File: src/rtl/serial_adder_pkg.sv
// Shared types and elaboration-time helpers for the serial_adder block.
package serial_adder_pkg;

    typedef enum logic [0:0] {
        IDLE = 1'b0,
        RUN  = 1'b1
    } state_e;

    function automatic int unsigned calc_steps(input int unsigned width, input int unsigned bpc);
        return width / bpc;
    endfunction

    // Counter must hold 0..STEPS-1; a single-step build still keeps a 1-bit counter.
    function automatic int unsigned calc_cnt_w(input int unsigned width, input int unsigned bpc);
        int unsigned n;
        n = $clog2(calc_steps(width, bpc));
        return (n < 32'd1) ? 32'd1 : n;
    endfunction

    function automatic bit cfg_ok(input int unsigned width, input int unsigned bpc);
        return (width >= 32'd1) && (bpc >= 32'd1) && (bpc <= width) && ((width % bpc) == 32'd0);
    endfunction

endpackage

File: src/rtl/serial_adder_fa_cell.sv
// Combinational 1-bit full adder; the per-step ripple chain is built from these.
module fa_cell (
    input  logic a,
    input  logic b,
    input  logic ci,
    output logic s,
    output logic co
);

    assign s  = a ^ b ^ ci;
    assign co = (a & b) | (ci & (a ^ b));

endmodule

File: src/rtl/serial_adder.sv
// Multi-cycle adder: BPC bits per clock, LSB first, start/busy/done handshake.
// Optional subtract mode enabled with macro SERIAL_ADDER_ADD_SUB_EN (adds port sub).
module serial_adder
    import serial_adder_pkg::*;
#(
    parameter int unsigned WIDTH = 8,
    parameter int unsigned BPC   = 1
) (
    input  logic             clk,
    input  logic             rst,
    input  logic             start,
    input  logic [WIDTH-1:0] a,
    input  logic [WIDTH-1:0] b,
    input  logic             cin,
`ifdef SERIAL_ADDER_ADD_SUB_EN
    input  logic             sub,
`endif
    output logic             busy,
    output logic             done,
    output logic [WIDTH-1:0] sum,
    output logic             cout,
    output logic             ovf
);

    localparam int unsigned STEPS = calc_steps(WIDTH, BPC);
    localparam int unsigned CNT_W = calc_cnt_w(WIDTH, BPC);
    localparam logic [CNT_W-1:0] LAST_CNT = CNT_W'(STEPS - 32'd1);

    if (!cfg_ok(WIDTH, BPC)) begin : g_cfg_err
        $error("serial_adder: WIDTH must be >= 1 and a multiple of BPC");
    end

    state_e             state_q, state_d;
    logic [CNT_W-1:0]   cnt_q, cnt_d;
    logic [WIDTH-1:0]   a_q, a_d;
    logic [WIDTH-1:0]   b_q, b_d;
    logic               carry_q, carry_d;
    logic [WIDTH-1:0]   sum_q, sum_d;
    logic               cout_q, cout_d;
    logic               ovf_q, ovf_d;
    logic               busy_q, busy_d;
    logic               done_q, done_d;

    logic [BPC:0]       chain_c_s;
    logic [BPC-1:0]     chain_sum_s;
    logic [WIDTH-1:0]   full_s;

    assign chain_c_s[0] = carry_q;

    for (genvar i = 0; i < BPC; i++) begin : g_cell
        fa_cell u_fa (
            .a  (a_q[i]),
            .b  (b_q[i]),
            .ci (chain_c_s[i]),
            .s  (chain_sum_s[i]),
            .co (chain_c_s[i+1])
        );
    end

    // Partial result lives in its own accumulator so sum keeps the previous answer until the last step.
    if (STEPS > 1) begin : g_acc
        logic [WIDTH-BPC-1:0] res_q, res_d;

        assign full_s = {chain_sum_s, res_q};

        // Accumulator next-state: shift this step's bits in from the top while running.
        always_comb begin
            res_d = res_q;
            if (state_q == RUN) begin
                res_d = full_s[WIDTH-1:BPC];
            end else begin
                res_d = res_q;
            end
        end

        // Accumulator register.
        always_ff @(posedge clk or posedge rst) begin
            if (rst) begin
                res_q <= '0;
            end else begin
                res_q <= res_d;
            end
        end
    end else begin : g_no_acc
        assign full_s = chain_sum_s;
    end

    // Next-state and output computation for the IDLE/RUN sequencer.
    always_comb begin
        state_d = state_q;
        cnt_d   = cnt_q;
        a_d     = a_q;
        b_d     = b_q;
        carry_d = carry_q;
        sum_d   = sum_q;
        cout_d  = cout_q;
        ovf_d   = ovf_q;
        busy_d  = busy_q;
        done_d  = 1'b0;
        case (state_q)
            IDLE: begin
                if (start) begin
                    state_d = RUN;
                    busy_d  = 1'b1;
                    cnt_d   = '0;
                    a_d     = a;
`ifdef SERIAL_ADDER_ADD_SUB_EN
                    // Subtract as a + ~b + 1; cin is ignored in this mode.
                    if (sub) begin
                        b_d     = ~b;
                        carry_d = 1'b1;
                    end else begin
                        b_d     = b;
                        carry_d = cin;
                    end
`else
                    b_d     = b;
                    carry_d = cin;
`endif
                end else begin
                    busy_d = 1'b0;
                end
            end
            RUN: begin
                a_d     = a_q >> BPC;
                b_d     = b_q >> BPC;
                carry_d = chain_c_s[BPC];
                if (cnt_q == LAST_CNT) begin
                    state_d = IDLE;
                    busy_d  = 1'b0;
                    done_d  = 1'b1;
                    cnt_d   = '0;
                    sum_d   = full_s;
                    cout_d  = chain_c_s[BPC];
                    ovf_d   = chain_c_s[BPC] ^ chain_c_s[BPC-1];
                end else begin
                    cnt_d = cnt_q + CNT_W'(1);
                end
            end
            default: begin
                state_d = IDLE;
                busy_d  = 1'b0;
            end
        endcase
    end

    // Sequencer, operand and result registers.
    always_ff @(posedge clk or posedge rst) begin
        if (rst) begin
            state_q <= IDLE;
            cnt_q   <= '0;
            a_q     <= '0;
            b_q     <= '0;
            carry_q <= 1'b0;
            sum_q   <= '0;
            cout_q  <= 1'b0;
            ovf_q   <= 1'b0;
            busy_q  <= 1'b0;
            done_q  <= 1'b0;
        end else begin
            state_q <= state_d;
            cnt_q   <= cnt_d;
            a_q     <= a_d;
            b_q     <= b_d;
            carry_q <= carry_d;
            sum_q   <= sum_d;
            cout_q  <= cout_d;
            ovf_q   <= ovf_d;
            busy_q  <= busy_d;
            done_q  <= done_d;
        end
    end

    assign busy = busy_q;
    assign done = done_q;
    assign sum  = sum_q;
    assign cout = cout_q;
    assign ovf  = ovf_q;

endmodule

File: config.mk
export PLATFORM = sky130hd
export DESIGN_NAME = serial_adder
export DESIGN_NICKNAME = d
export VERILOG_FILES = /design/src/rtl/serial_adder_pkg.sv /design/src/rtl/serial_adder_fa_cell.sv /design/src/rtl/serial_adder.sv
export SDC_FILE = /design/constraint.sdc
export NUM_CORES = 1
export LEC_CHECK = 0
export CORE_MARGIN = 3
export CORE_UTILIZATION = 46
export CTS_CLUSTER_DIAMETER = 40
export DETAILED_ROUTE_END_ITERATION = 10
export HOLD_SLACK_MARGIN = 0.08
export PLACE_DENSITY = 0.74
export SLEW_MARGIN = 25
export SYNTH_ARGS = -nofsm -noshare
export SYNTH_HDL_FRONTEND = slang
export SYNTH_SLANG_ARGS = --single-unit
File: constraint.sdc
create_clock -name clk -period 1.45 [get_ports clk]
set_clock_uncertainty 0.1 [all_clocks]
set_input_delay 0.3625 -clock clk [delete_from_list [all_inputs] [get_ports clk]]
set_output_delay 0.3625 -clock clk [all_outputs]
set_load 0.05 [all_outputs]
==> results of run 1 <==
state kept, by name, summed over array words and instances, names as in the netlist:
register,flops
a_q,8
cnt_q,3
g_acc.res_q,7
cout,1
state_q,1
carry_q,1
ovf,1
sum,8
busy,1
done,1
b_q,8
power breakdown:
group | internal [mW] | switching [mW]
registers | 1.59 | 0.403
logic | 1.47 | 1.20
clock network | 0.509 | 0.389
metal layers:
metal  share of wire  track usage
met1            0.40        0.204
met2            0.53        0.306
met3           0.050       0.0499
met4           0.019       0.0759
met5               0            0
repair_timing:
action,in CTS,in global routing
pin swaps,1,0
cloned,1,0
setup endpoints to repair,9,9
buffers inserted,2,1
resized for setup,3,0
cell type report:
class                      count  area (um^2)  share of cell area
sequential                    40         1000               0.403
multi-input combinational     83          701               0.282
timing repair buffer          46          601               0.242
clock buffer                   5         68.8              0.0277
tap                           46         57.6              0.0232
clock inverter                 3         42.5              0.0171
inverter                       3         11.3             0.00454
worst max-delay path by stage:
stage	startpoint	cells past startpoint	to	slack, ns
floorplan	carry_q	3	ovf	0.0008
global placement	start	4	b_q[1]	-0.11
detailed placement	start	4	b_q[4]	-0.16
CTS	cnt_q[1]	5	sum[1]	-0.06
global route	cnt_q[1]	5	sum[1]	-0.09
finish	cnt_q[1]	5	sum[0]	-0.06
per-stage QoR:
| step | instance area [um^2] | hold slack (ns) | setup TNS [ns] |
|---|---|---|---|
| floorplan | 1760 | 0.349 | 0 |
| global placement | 2310 | 0.362 | -2.07 |
| detailed placement | 2310 | 0.371 | -2.96 |
| CTS | 2470 | 0.329 | -0.451 |
| global route | 2480 | 0.333 | -0.794 |
| finish | 2480 | 0.325 | -0.436 |
kinds of logic (layout without fill, tap and decap cells):
family / Yosys count / count (layout) / synth area share
compound gates: 20 / 20 / 0.0619
xor+xnor: 1 / 1 / 0.00504
fa+ha+maj: 4 / 4 / 0.0331
buf+inv: 11 / 57 / 0.0410
flops: 40 / 40 / 0.576
mux: 34 / 34 / 0.228
simple gates: 24 / 24 / 0.0554
cell usage in the layout (no fill, tap or decap), types with 2 or more instances in the layout:
master           synthesis  layout
dfrtp_1                 40      40
clkdlybuf4s50_1          0      19
mux2i_1                 17      17
nand2_1                 18      17
o21ai_0                 16      16
buf_12                   0      15
buf_4                    1      11
mux2_4                   9       9
mux2_2                   8       8
clkbuf_8                 0       5
nor2_1                   4       4
inv_1                    3       3
ha_4                     0       2
worst max-delay path: stages, from the launching register on:
cell and delay [ns]:
dfrtp_1 0.42, ha_4 0.18, ha_4 0.16, nand2_4 0.10
buf_12 0.13, mux2_4 0.30
==> impl_results.md, run 1 <==
* Clock Path Buffers at 2
* Num ports at 32
* Filler cells at 246
* Worst Path Arrival at 1.59 ns
* Post-DP HPWL at 2270 um
* IO buf count at 31
* Syn nets at 158
* Hold Path Class: input port to asynchronous set/reset pin
* Total congestion overflow at 0
* Clock sink total at 40
* R2R Setup Slk at -0.06 ns
* Gp weighted congestion at 0.694
* Vias per cell at 5.06
* Clk_lat worst skew at 0.29 ns
* Largest net degree at the start of global routing at 41
* FMAX at 0.662 GHz
* Starting DRT DRC Count at 79
* RSZ-0062 raised after global routing: yes
* Worst r2r src: cnt_q[1]
* Count of different cell masters after synthesis at 21
* Setup Viol. Count Final at 9
* Main synth FF type: dfrtp_1
* Mapped Area at 1740 um^2
* Die ar. at 4550 um^2
* Top-count cell post-synth: dfrtp_1
* Share of layout cells above drive strength 1 at 0.311
* Max IR drop VDD at 0.792 mV
* Final Util at 0.710
* Outcome: finished, violations left
* Worst setup SP type: flip-flop
* Setup crit end kind: flip-flop
* Fin crit share at 1.04
* Min cycle time layout at 1.51 ns
* Initial antenna violation count at 0
* DP Cell Count at 214
* Routed len/inst at 14.7 um
* Nets at 203
* Critical path type: flip-flop to flip-flop
* ANT cells at 0
* Worst EP required at 1.53 ns
* Vias in the first global route at 1210
* First-pass GRT wire length at 5810 um
* Final std cells w/o fill at 226
* Starting Density at 0.497
* ANT nets after route at 0
* Synth Register Bits at 40
* Max cap viols at 0
* Count of flip-flops with a built-in enable after synthesis at 0
* Die height at 67.5 um
* Commonest cells post-synth: dfrtp_1 (40), nand2_1 (18), mux2i_1 (17), o21ai_0 (16), mux2_4 (9)
* Vias post-DR at 1144
* DP Worst Slack at -0.165 ns
* Post-synth top area cell: dfrtp_1
* Seq/Total Area, Yosys at 0.576
* Worst flop-to-flop path endpoint: sum[0]
* Final hold vios at 0
* CP Max Fanout at 5
* Clk slew on worst S/H paths at 0.08 ns
* Max Slew Vio Count at 0
* DR pass1 iterations at 4
* Synth top area share at 0.576
* Worst Tran Pin Value at 0.190 ns
* Die width at 67.5 um
* Area Growth Syn to Fin at 42.8%
* TritonCTS clock tree: done
* CORE AREA at 3490 um^2
* Largest cells by area after synthesis: dfrtp_1 (58%), mux2i_1 (9.8%), mux2_4 (7.8%), mux2_2 (5.2%), o21ai_0 (4.6%)
* Failing checks: setup timing
* R2R cell count at 5
* Setup ws final at -0.0602 ns
* Row count at 21
* Pwr/cell area at 2240 nW/um^2
* CTS root buf: clkbuf_8
* Ys async rst share at 1.00
* Total power at 5.56 mW
* Static leakage at 1.20 nW
* Syn Area/Cell at 13.0 um^2
* Cells after Synth at 134
* Post-Route WL at 3320 um
* Max H-tree Level at 2
* GRT Overall Usage at 0.177
* Synth warn at 0
* Post-CTS Hold Fix Bufs at 0
* Inserted Clock Buffers at 5
* Slew margin rel. at 0.870
* Post-route DRC at 0
No activity file was read; power rests on OpenSTA's default activity.
==> run 2, diff against run 1 <==
--- a/config.mk
+++ b/config.mk
@@ -6,11 +6,12 @@
 export NUM_CORES = 1
 export LEC_CHECK = 0
 export CORE_MARGIN = 3
-export CORE_UTILIZATION = 46
+export CORE_UTILIZATION = 48
+export CTS_BUF_LIST = sky130_fd_sc_hd__clkbuf_2 sky130_fd_sc_hd__clkbuf_4 sky130_fd_sc_hd__clkbuf_8
 export CTS_CLUSTER_DIAMETER = 40
 export DETAILED_ROUTE_END_ITERATION = 10
 export HOLD_SLACK_MARGIN = 0.08
-export PLACE_DENSITY = 0.74
+export PLACE_DENSITY = 0.77
 export SLEW_MARGIN = 25
 export SYNTH_ARGS = -nofsm -noshare
 export SYNTH_HDL_FRONTEND = slang
==> run 2 against run 1 <==
Compared with the run above: the flow still finishes with violations (setup timing); sequential power about the same; die area shrank 3.8%; via count up 0.44%; worst setup slack worse by 0.014 ns; register-to-register slack hardly changed; non-clock buffer count up 5; clock-buffer cell count grew 1; critical path depth unchanged; utilization rose by 1.4 points.
==> impl_results.md, run 2 (synthesis results as in run 1) <==
* CP Max Fanout at 6
* Setup ws final at -0.0741 ns
* Clock sink total at 40
* DR pass1 iterations at 4
* Static leakage at 1.22 nW
* CP bufs+invs at 1
* Max Slew Vio Count at 0
* Largest stage delay on the critical path at 0.44 ns
* Starting Density at 0.509
* Crit-path most repeated cell: ha_4
* Setup Viol. Count Final at 10
* Failing checks: setup timing
* Min cycle time layout at 1.52 ns
* Worst setup startpoint: cnt_q[0]
* R2R Setup Slk at -0.07 ns
* FMAX at 0.656 GHz
* Gp weighted congestion at 0.747
* Post-route DRC at 0
* Worst setup SP type: flip-flop
* Final Util at 0.725
* Pwr/cell area at 2170 nW/um^2
* Slew margin rel. at 0.862
* Worst flop-to-flop path endpoint: sum[3]
* Filler cells at 245
* Max IR drop VDD at 0.829 mV
* First-pass GRT wire length at 5530 um
* Post-Route WL at 3300 um
* Area Growth Syn to Fin at 42.4%
* WP depth at 5
* Total congestion overflow at 0
* Final hold slack at 0.267 ns
* R2R cell count at 5
* Net switching power at 1.98 mW
* Critical path type: flip-flop to flip-flop
* Inserted Clock Buffers at 5
* Worst Path Arrival at 1.66 ns
* ANT nets after route at 0
* Layout Cell Area excl Fill at 2470 um^2
* Commonest non-fill, non-tap cell in the layout: dfrtp_1
* Worst setup path endpoint: sum[3]
* Worst r2r src: cnt_q[0]
* Largest net degree at the start of global routing at 49
* Total power at 5.36 mW
* Multi-input gate area at 704 um^2
* Area occupied by registers at 1000 um^2
* Top delay family on crit path: flip-flops
* Vias post-DR at 1149
* Starting DRT DRC Count at 31
* CORE AREA at 3420 um^2
* Hold Path Class: input port to asynchronous set/reset pin
* TritonCTS clock tree: done
* Routed len/inst at 14.4 um
* Final hold vios at 0
* Vias per cell at 5.00
* Slowest-stage cell, CP: dfrtp_1
* Vias in the first global route at 1173
* Clock Path Buffers at 2
* ANT cells at 0
* Post-DP HPWL at 2270 um
* Combinational Power Share at 0.528
* Int Pwr at 3.38 mW
* RSZ-0062 raised after global routing: yes
* CTS root buf: clkbuf_4
* Post-CTS Hold Fix Bufs at 0
* Die width at 66.2 um
* Worst EP required at 1.59 ns
* Setup crit end kind: flip-flop
* Clk slew on worst S/H paths at 0.11 ns
* Outcome: finished, violations left
* Commonest non-fill, non-tap cells in the layout: dfrtp_1 (40), clkdlybuf4s50_1 (19), mux2i_1 (17), nand2_1 (17)
* Max H-tree Level at 2
* Dpl cell area at 2300 um^2
* Fin crit share at 1.05
* Num ports at 32
* Worst Tran Pin Value at 0.207 ns
* Initial antenna violation count at 0
* IO buf count at 31
* Clk_lat worst skew at 0.35 ns
* CP cell instances: ha_4 -> ha_4 -> nand2_4 -> buf_12 -> mux2_4
* Share of layout cells above drive strength 1 at 0.326
* Nets at 208
* DP Worst Slack at -0.154 ns
* Share of total power in sequential cells at 0.372
* Die height at 66.2 um
* Switching Fraction at 0.370
* Clock Power Share at 0.100
* GRT Overall Usage at 0.173
* Die ar. at 4380 um^2
* Max cap viols at 0
* Row count at 21
run 2: worst reg2reg max path, delay by kind of cell (launching register included):
family / cells / cell delay (ns)
adders and majority gates: 2 / 0.35
and+or+nand+nor: 1 / 0.10
muxes: 1 / 0.29
DFF: 1 / 0.44
buffers and inverters: 1 / 0.13
run 2: worst min path at each step:
stage             end  slack, ns  cells past startpoint
2_1_floorplan  a_q[0]       0.35                      2
3_3_place_gp   a_q[1]       0.36                      2
3_5_place_dp   b_q[6]       0.38                      2
4_1_cts        sum[4]       0.28                      3
5_1_grt        sum[4]       0.28                      3
6_report       sum[4]       0.27                      3
run 2: what timing repair did:
item                                    4_1_cts  5_1_grt
setup buffers                                 1        9
resized for setup                             4        0
gates cloned                                  1        0
endpoints found under the setup margin       10       16
pin swaps                                     1        1
run 2: routing by layer:
layer,vias up,GRT usage,share of wire
met5,-,0,0
met4,0,0.0685,0.016
met3,8,0.0527,0.061
met2,32,0.311,0.53
met1,552,0.188,0.39
li1,557,-,-
run 2: stage by stage:
step / setup TNS (ns) / cells
6_report: -0.607 / 230
5_1_grt: -1.02 / 230
3_3_place_gp: -1.97 / 212
2_1_floorplan: 0 / 134
4_1_cts: -0.531 / 221
3_5_place_dp: -2.79 / 212
run 2: layout make-up:
| class | count | share of cell area |
|---|---|---|
| clock inverters | 1 | 0.00202 |
| inverters | 3 | 0.00455 |
| clock buffers | 6 | 0.0182 |
| repair buffers | 51 | 0.263 |
| multi-input cells | 83 | 0.285 |
| well taps | 46 | 0.0233 |
| flip-flops and latches | 40 | 0.404 |
run 2: power by group through the flow:
stage	clock network, mW	logic [mW]	registers [mW]
5_1_grt	0.613	3.02	2.05
6_report	0.537	2.83	1.99
4_1_cts	0.556	2.69	2.00
3_5_place_dp	0	2.57	2.01
3_3_place_gp	0	2.45	1.96
2_1_floorplan	0	1.09	2.34
==> run 3, diff against run 2 <==
--- a/config.mk
+++ b/config.mk
@@ -6,12 +6,13 @@
 export NUM_CORES = 1
 export LEC_CHECK = 0
 export CORE_MARGIN = 3
-export CORE_UTILIZATION = 48
+export CORE_UTILIZATION = 56
 export CTS_BUF_LIST = sky130_fd_sc_hd__clkbuf_2 sky130_fd_sc_hd__clkbuf_4 sky130_fd_sc_hd__clkbuf_8
 export CTS_CLUSTER_DIAMETER = 40
 export DETAILED_ROUTE_END_ITERATION = 10
+export DONT_BUFFER_PORTS = 1
 export HOLD_SLACK_MARGIN = 0.08
-export PLACE_DENSITY = 0.77
+export PLACE_DENSITY = 0.74
 export SLEW_MARGIN = 25
 export SYNTH_ARGS = -nofsm -noshare
 export SYNTH_HDL_FRONTEND = slang
==> run 3 against run 2 <==
Compared with the run above: the run still ends with setup timing left; critical path depth unchanged; clock-buffer cell count decreased by 1; register-to-register slack improved by 0.04 ns; sequential cell count unchanged; cell count decreased by 22%; maximum frequency increased by 2.6%; clock power increased by 35%; sequential share of layout area increased by 11 points; design area decreased by 20%; wire length decreased by 10%; hold slack got worse by 0.17 ns; global-route usage increased by 0.89 points; critical endpoint unchanged; largest power group is now sequential cells.
==> impl_results.md, run 3 (synthesis results as in run 1) <==
* Area Growth Syn to Fin at 13.3%
* CP cell instances: ha_2 -> ha_4 -> nand2_4 -> buf_6 -> mux2_4
* Slowest-stage cell, CP: dfrtp_1
* Gp weighted congestion at 0.765
* Commonest non-fill, non-tap cells in the layout: dfrtp_1 (31), mux2i_1 (17), nand2_1 (17)
* Clk_lat worst skew at 0.35 ns
* Num ports at 32
* Setup crit end kind: flip-flop
* Largest stage delay on the critical path at 0.41 ns
* Post-DP HPWL at 2170 um
* R2R cell count at 5
* Routed len/inst at 16.5 um
* Initial antenna violation count at 0
* CP Max Fanout at 3
* Worst EP required at 1.58 ns
* Share of layout cells above drive strength 1 at 0.336
* Max H-tree Level at 2
* R2R Setup Slk at -0.04 ns
* Min cycle time layout at 1.49 ns
* Clock sink total at 40
* Commonest non-fill, non-tap cell in the layout: dfrtp_1
* Final std cells w/o fill at 180
* Worst Path Arrival at 1.62 ns
* Post-route DRC at 0
* Max Slew Vio Count at 0
* Row count at 19
* Clk slew on worst S/H paths at 0.11 ns
* IO buf count at 0
* Die height at 61.7 um
* Nets at 172
* CTS root buf: clkbuf_4
* ANT nets after route at 0
* Hold Path Class: input port to flip-flop
* Inserted Clock Buffers at 5
* TritonCTS clock tree: done
* DR pass1 iterations at 4
* Final hold vios at 0
* Worst Tran Pin Value at 0.485 ns
* Critical path type: flip-flop to flip-flop
* Pwr/cell area at 2320 nW/um^2
* Static leakage at 0.975 nW
* CORE AREA at 2850 um^2
* Setup ws final at -0.0360 ns
* Starting Density at 0.609
* Largest net degree at the start of global routing at 24
* Slew margin rel. at 0.677
* Max IR drop VDD at 1.51 mV
* Post-Route WL at 2960 um
* Vias post-DR at 989
* Final hold slack at 0.0957 ns
* Max cap viols at 0
* Outcome: finished, violations left
* Clock Path Buffers at 2
* Failing checks: setup timing
* First-pass GRT wire length at 4840 um
* Die width at 61.7 um
* ANT cells at 0
* Worst r2r src: cnt_q[1]
* Worst setup SP type: flip-flop
* GRT Overall Usage at 0.182
* Worst setup path endpoint: sum[3]
* Vias per cell at 5.49
* Vias in the first global route at 1028
* RSZ-0062 raised after global routing: yes
* DP Worst Slack at -0.0662 ns
* Die ar. at 3810 um^2
* Worst setup startpoint: cnt_q[1]
* Fin crit share at 1.02
* Setup Viol. Count Final at 12
* Starting DRT DRC Count at 42
* FMAX at 0.673 GHz
* Worst flop-to-flop path endpoint: sum[3]
* Total congestion overflow at 0
* DP Cell Count at 168
## run 3: changes by cell type in the layout (fill, tap and decap cells not counted), sizes merged
| cell | delta |
|---|---|
| buf | -20 |
| bufinv | +1 |
| clkbuf | -1 |
| clkdlybuf4s50 | -19 |
| clkinvlp | +1 |
| dlygate4sd3 | +3 |
## run 3: final cells by class
| cell class | count | area, um^2 |
|---|---|---|
| inverter | 3 | 11.3 |
| sequential | 40 | 1010 |
| clock buffer | 5 | 37.5 |
| multi-input combinational | 83 | 691 |
| tap | 31 | 38.8 |
| fill | 204 | 883 |
| timing repair buffer | 15 | 136 |
| clock inverter | 3 | 42.5 |
## run 3: power by group
group	total, mW	leakage, nW	internal, mW	switching [mW]
Sequential	2.44	0.504	1.60	0.841
Clock	0.724	0.0412	0.360	0.364
Combinational	1.41	0.430	0.825	0.586
## run 3: what timing repair did
| action | CTS | global route |
|---|---|---|
| resized for setup | 8 | 3 |
| setup buffers | 0 | 1 |
| pin swaps | 0 | 1 |
| endpoints found under the setup margin | 21 | 15 |
| hold buffers | 3 | 0 |
| endpoints found under the hold margin | 43 | 0 |
## run 3: worst max-delay path, delay by kind of cell (launching register included)
kind          cells  cell delay (ns)
fa+ha+maj         2             0.38
buf+inv           1             0.12
mux               1             0.30
simple gates      1             0.08
flops             1             0.41
## run 3: per-stage QoR
step | area (um^2) | util | setup TNS, ns | power [mW]
floorplan | 1760 | - | 0 | 3.43
global placement | 1830 | 0.642 | -0.113 | 3.70
detailed placement | 1830 | 0.642 | -0.448 | 3.83
CTS | 1960 | 0.686 | -0.533 | 4.59
global route | 1970 | 0.690 | -0.757 | 4.89
finish | 1970 | 0.690 | -0.287 | 4.58
## run 3: metal layers
layer | track usage | part of all wire
met5 | 0 | 0
met4 | 0.0636 | 0.0078
met3 | 0.0702 | 0.056
met2 | 0.303 | 0.48
met1 | 0.216 | 0.45
## run 3: worst min-delay path by stage
stage	from	to	slack [ns]	cells past startpoint
global route	b[7]	b_q[7]	0.09	2
CTS	b[7]	b_q[7]	0.08	2
global placement	rst	ovf	0.20	2
finish	b[7]	b_q[7]	0.1	2
floorplan	a_q[1]	a_q[0]	0.35	2
detailed placement	rst	cout	0.21	2
==> RTL edit: new RTL, settings of run 1 <==
The parameter `WIDTH` goes from 8 to 7.
--- a/src/rtl/serial_adder.sv
+++ b/src/rtl/serial_adder.sv
@@ -3,7 +3,7 @@
 module serial_adder
     import serial_adder_pkg::*;
 #(
-    parameter int unsigned WIDTH = 8,
+    parameter int unsigned WIDTH = 7,
     parameter int unsigned BPC   = 1
 ) (
     input  logic             clk,
Interface: changed (resized a, b and sum); port bits go from 32 to 29. No check against the original RTL was run, so the function may have changed too.
==> RTL edit against run 1 <==
Synthesized area decreased by 11%; sequential cell count shrank 4; highest routed layer unchanged; power is 28% lower; final cell count decreased by 12%; wire length decreased by 17%; via count is 14% lower; die area is 9.6% lower; core utilization down 4.2 points; final area shrank 16%; worst setup slack better by 0.065 ns; largest power group unchanged.
==> RTL edit: results (changes against run 1) <==
Outcome: complete, no violations (was finished with violations)
Detailed Route WL: 2750 um (was 3320 um)
First-pass GRT wire length: 4790 um (was 5810 um)
Max transition margin: 0.833 (was 0.870)
Total CTS buffers: 5 (unchanged)
Placer Congestion: 0.744 (was 0.694)
Pre-CTS setup slack: -0.197 ns (was -0.165 ns)
Worst-path maximum fanout: 2 (was 5)
Worst path arrival time: 1.56 ns (was 1.59 ns)
Sequential fraction of the synthesis area: 0.579 (was 0.576)
CTS root buf: clkbuf_4 (was clkbuf_8)
Max VDD drop: 0.000839 V (was 0.000792 V)
GR Util met3: 0.0316 (was 0.0499)
Total number of vias: 987 (was 1144)
Number of distinct library cells after synthesis: 23 (was 21)
H-tree depth: 2 (unchanged)
Slowest-stage cell, CP: fa_2 (was dfrtp_1)
Top cells by area, synth: dfrtp_1 (58%), mux2i_1 (10%), mux2_2 (8.7%) (was dfrtp_1 (58%), mux2i_1 (9.8%), mux2_4 (7.8%))
DP Wirelength: 2000 um (was 2270 um)
Nets@finish: 173 (was 203)
Drt initial violations: 32 (was 79)
Clock slew at the register clock pins of the worst setup and hold paths: 0.10 ns (was 0.08 ns)
CP delay by family, top: adder cells (was flip-flops)
Fill cells: 238 (was 246)
GR Util met1: 0.176 (was 0.204)
Pre-antenna DRT Iters: 5 (was 4)
I/O Buffers: 28 (was 31)
Vias in the first global route: 1092 (was 1210)
N_diodes: 0 (unchanged)
GR Util met2: 0.272 (was 0.306)
Layout cells sized above 1: 0.286 (was 0.311)
Leak: 0.000983 uW (was 0.00120 uW)
Largest net degree at the start of global routing: 42 (was 41)
GRT Resource Usage Total: 0.153 (was 0.177)
Top post-synthesis cells by count: dfrtp_1 (36), mux2i_1 (16), nand2_1 (13), o21ai_0 (13), mux2_2 (12) (was dfrtp_1 (40), nand2_1 (18), mux2i_1 (17))
Clk Latency, worst-skew pair: 0.33 ns (was 0.29 ns)
Hold Path Class: primary input to asynchronous set/reset pin (unchanged)
Syn Nets: 140 (was 158)
Slew Viols, Final: 0 (unchanged)
RTL edit: changes by cell type after synthesis, moves of 3 or more:
| cell | change |
|---|---|
| mux2_2 | +4 |
| nand2_1 | -5 |
| mux2_4 | -6 |
| buf_6 | -3 |
| o21ai_0 | -3 |
| ha_1 | -3 |
| dfrtp_1 | -4 |
RTL edit: per-layer routing:
layer | vias up | part of all wire
li1 | 480 | -
met1 | 476 | 0.43
met2 | 26 | 0.51
met3 | 5 | 0.043
met4 | 0 | 0.020
met5 | - | 0
RTL edit: final timing paths:
check                      startpoint              to  slack (ns)  depth (start not counted)
min in group clk               b_q[5]          b_q[4]        0.40                          2
hold reg to reg                b_q[5]          b_q[4]        0.40                          2
max in group asynchronous         rst         state_q        0.78                          3
setup / recovery               a_q[0]             ovf       0.005                          3
setup reg to reg               a_q[0]             ovf       0.005                          3
hold / removal                    rst  g_acc.res_q[2]        0.27                          3
RTL edit: final cells by class:
type | instances | share of cell area
Sequential cell | 36 | 0.432
Multi-Input combinational cell | 76 | 0.292
Timing Repair Buffer | 33 | 0.223
Tap cell | 44 | 0.0263
Clock buffer | 6 | 0.0197
Inverter | 2 | 0.00479
Clock inverter | 1 | 0.00239
RTL edit: kinds of logic (layout without fill, tap and decap cells):
family                   count (synthesis)  after routing  synth area share
AO/OA/AOI/OAI                           15             15            0.0499
XOR/XNOR                                 1              1           0.00563
adder cells (fa/ha/maj)                  1              1            0.0129
buffers and inverters                    9             42            0.0298
flip-flops                              36             36             0.579
multiplexers                            31             31             0.219
AND/OR/NAND/NOR                         28             28             0.104
RTL edit: tightest hold or removal path, cell delays in order:
cell and delay (ns):
clkdlybuf4s50_1 0.40, inv_1 0.10, buf_12 0.22
RTL edit: power breakdown:
part           leakage (uW)  internal, uW  switching (uW)
clock             0.0000281           178             301
combinational      0.000486           979             846
sequential         0.000469          1370             336
RTL edit: through the flow:
step                cells  area (um2)  hold WS, ns  TNS (ns)
floorplan             121        1560        0.349         0
global placement      191        2040        0.363     -2.19
detailed placement    191        2040        0.368     -2.79
CTS                   198        2090        0.262         0
global route          198        2090        0.263   -0.0317
finish                198        2090        0.274         0
RTL edit: what timing repair did:
action,CTS,global route
resized for setup,0,2
pin swaps,2,0
endpoints found under the setup margin,1,3
buffers inserted,0,0
endpoints found under the hold margin,0,0
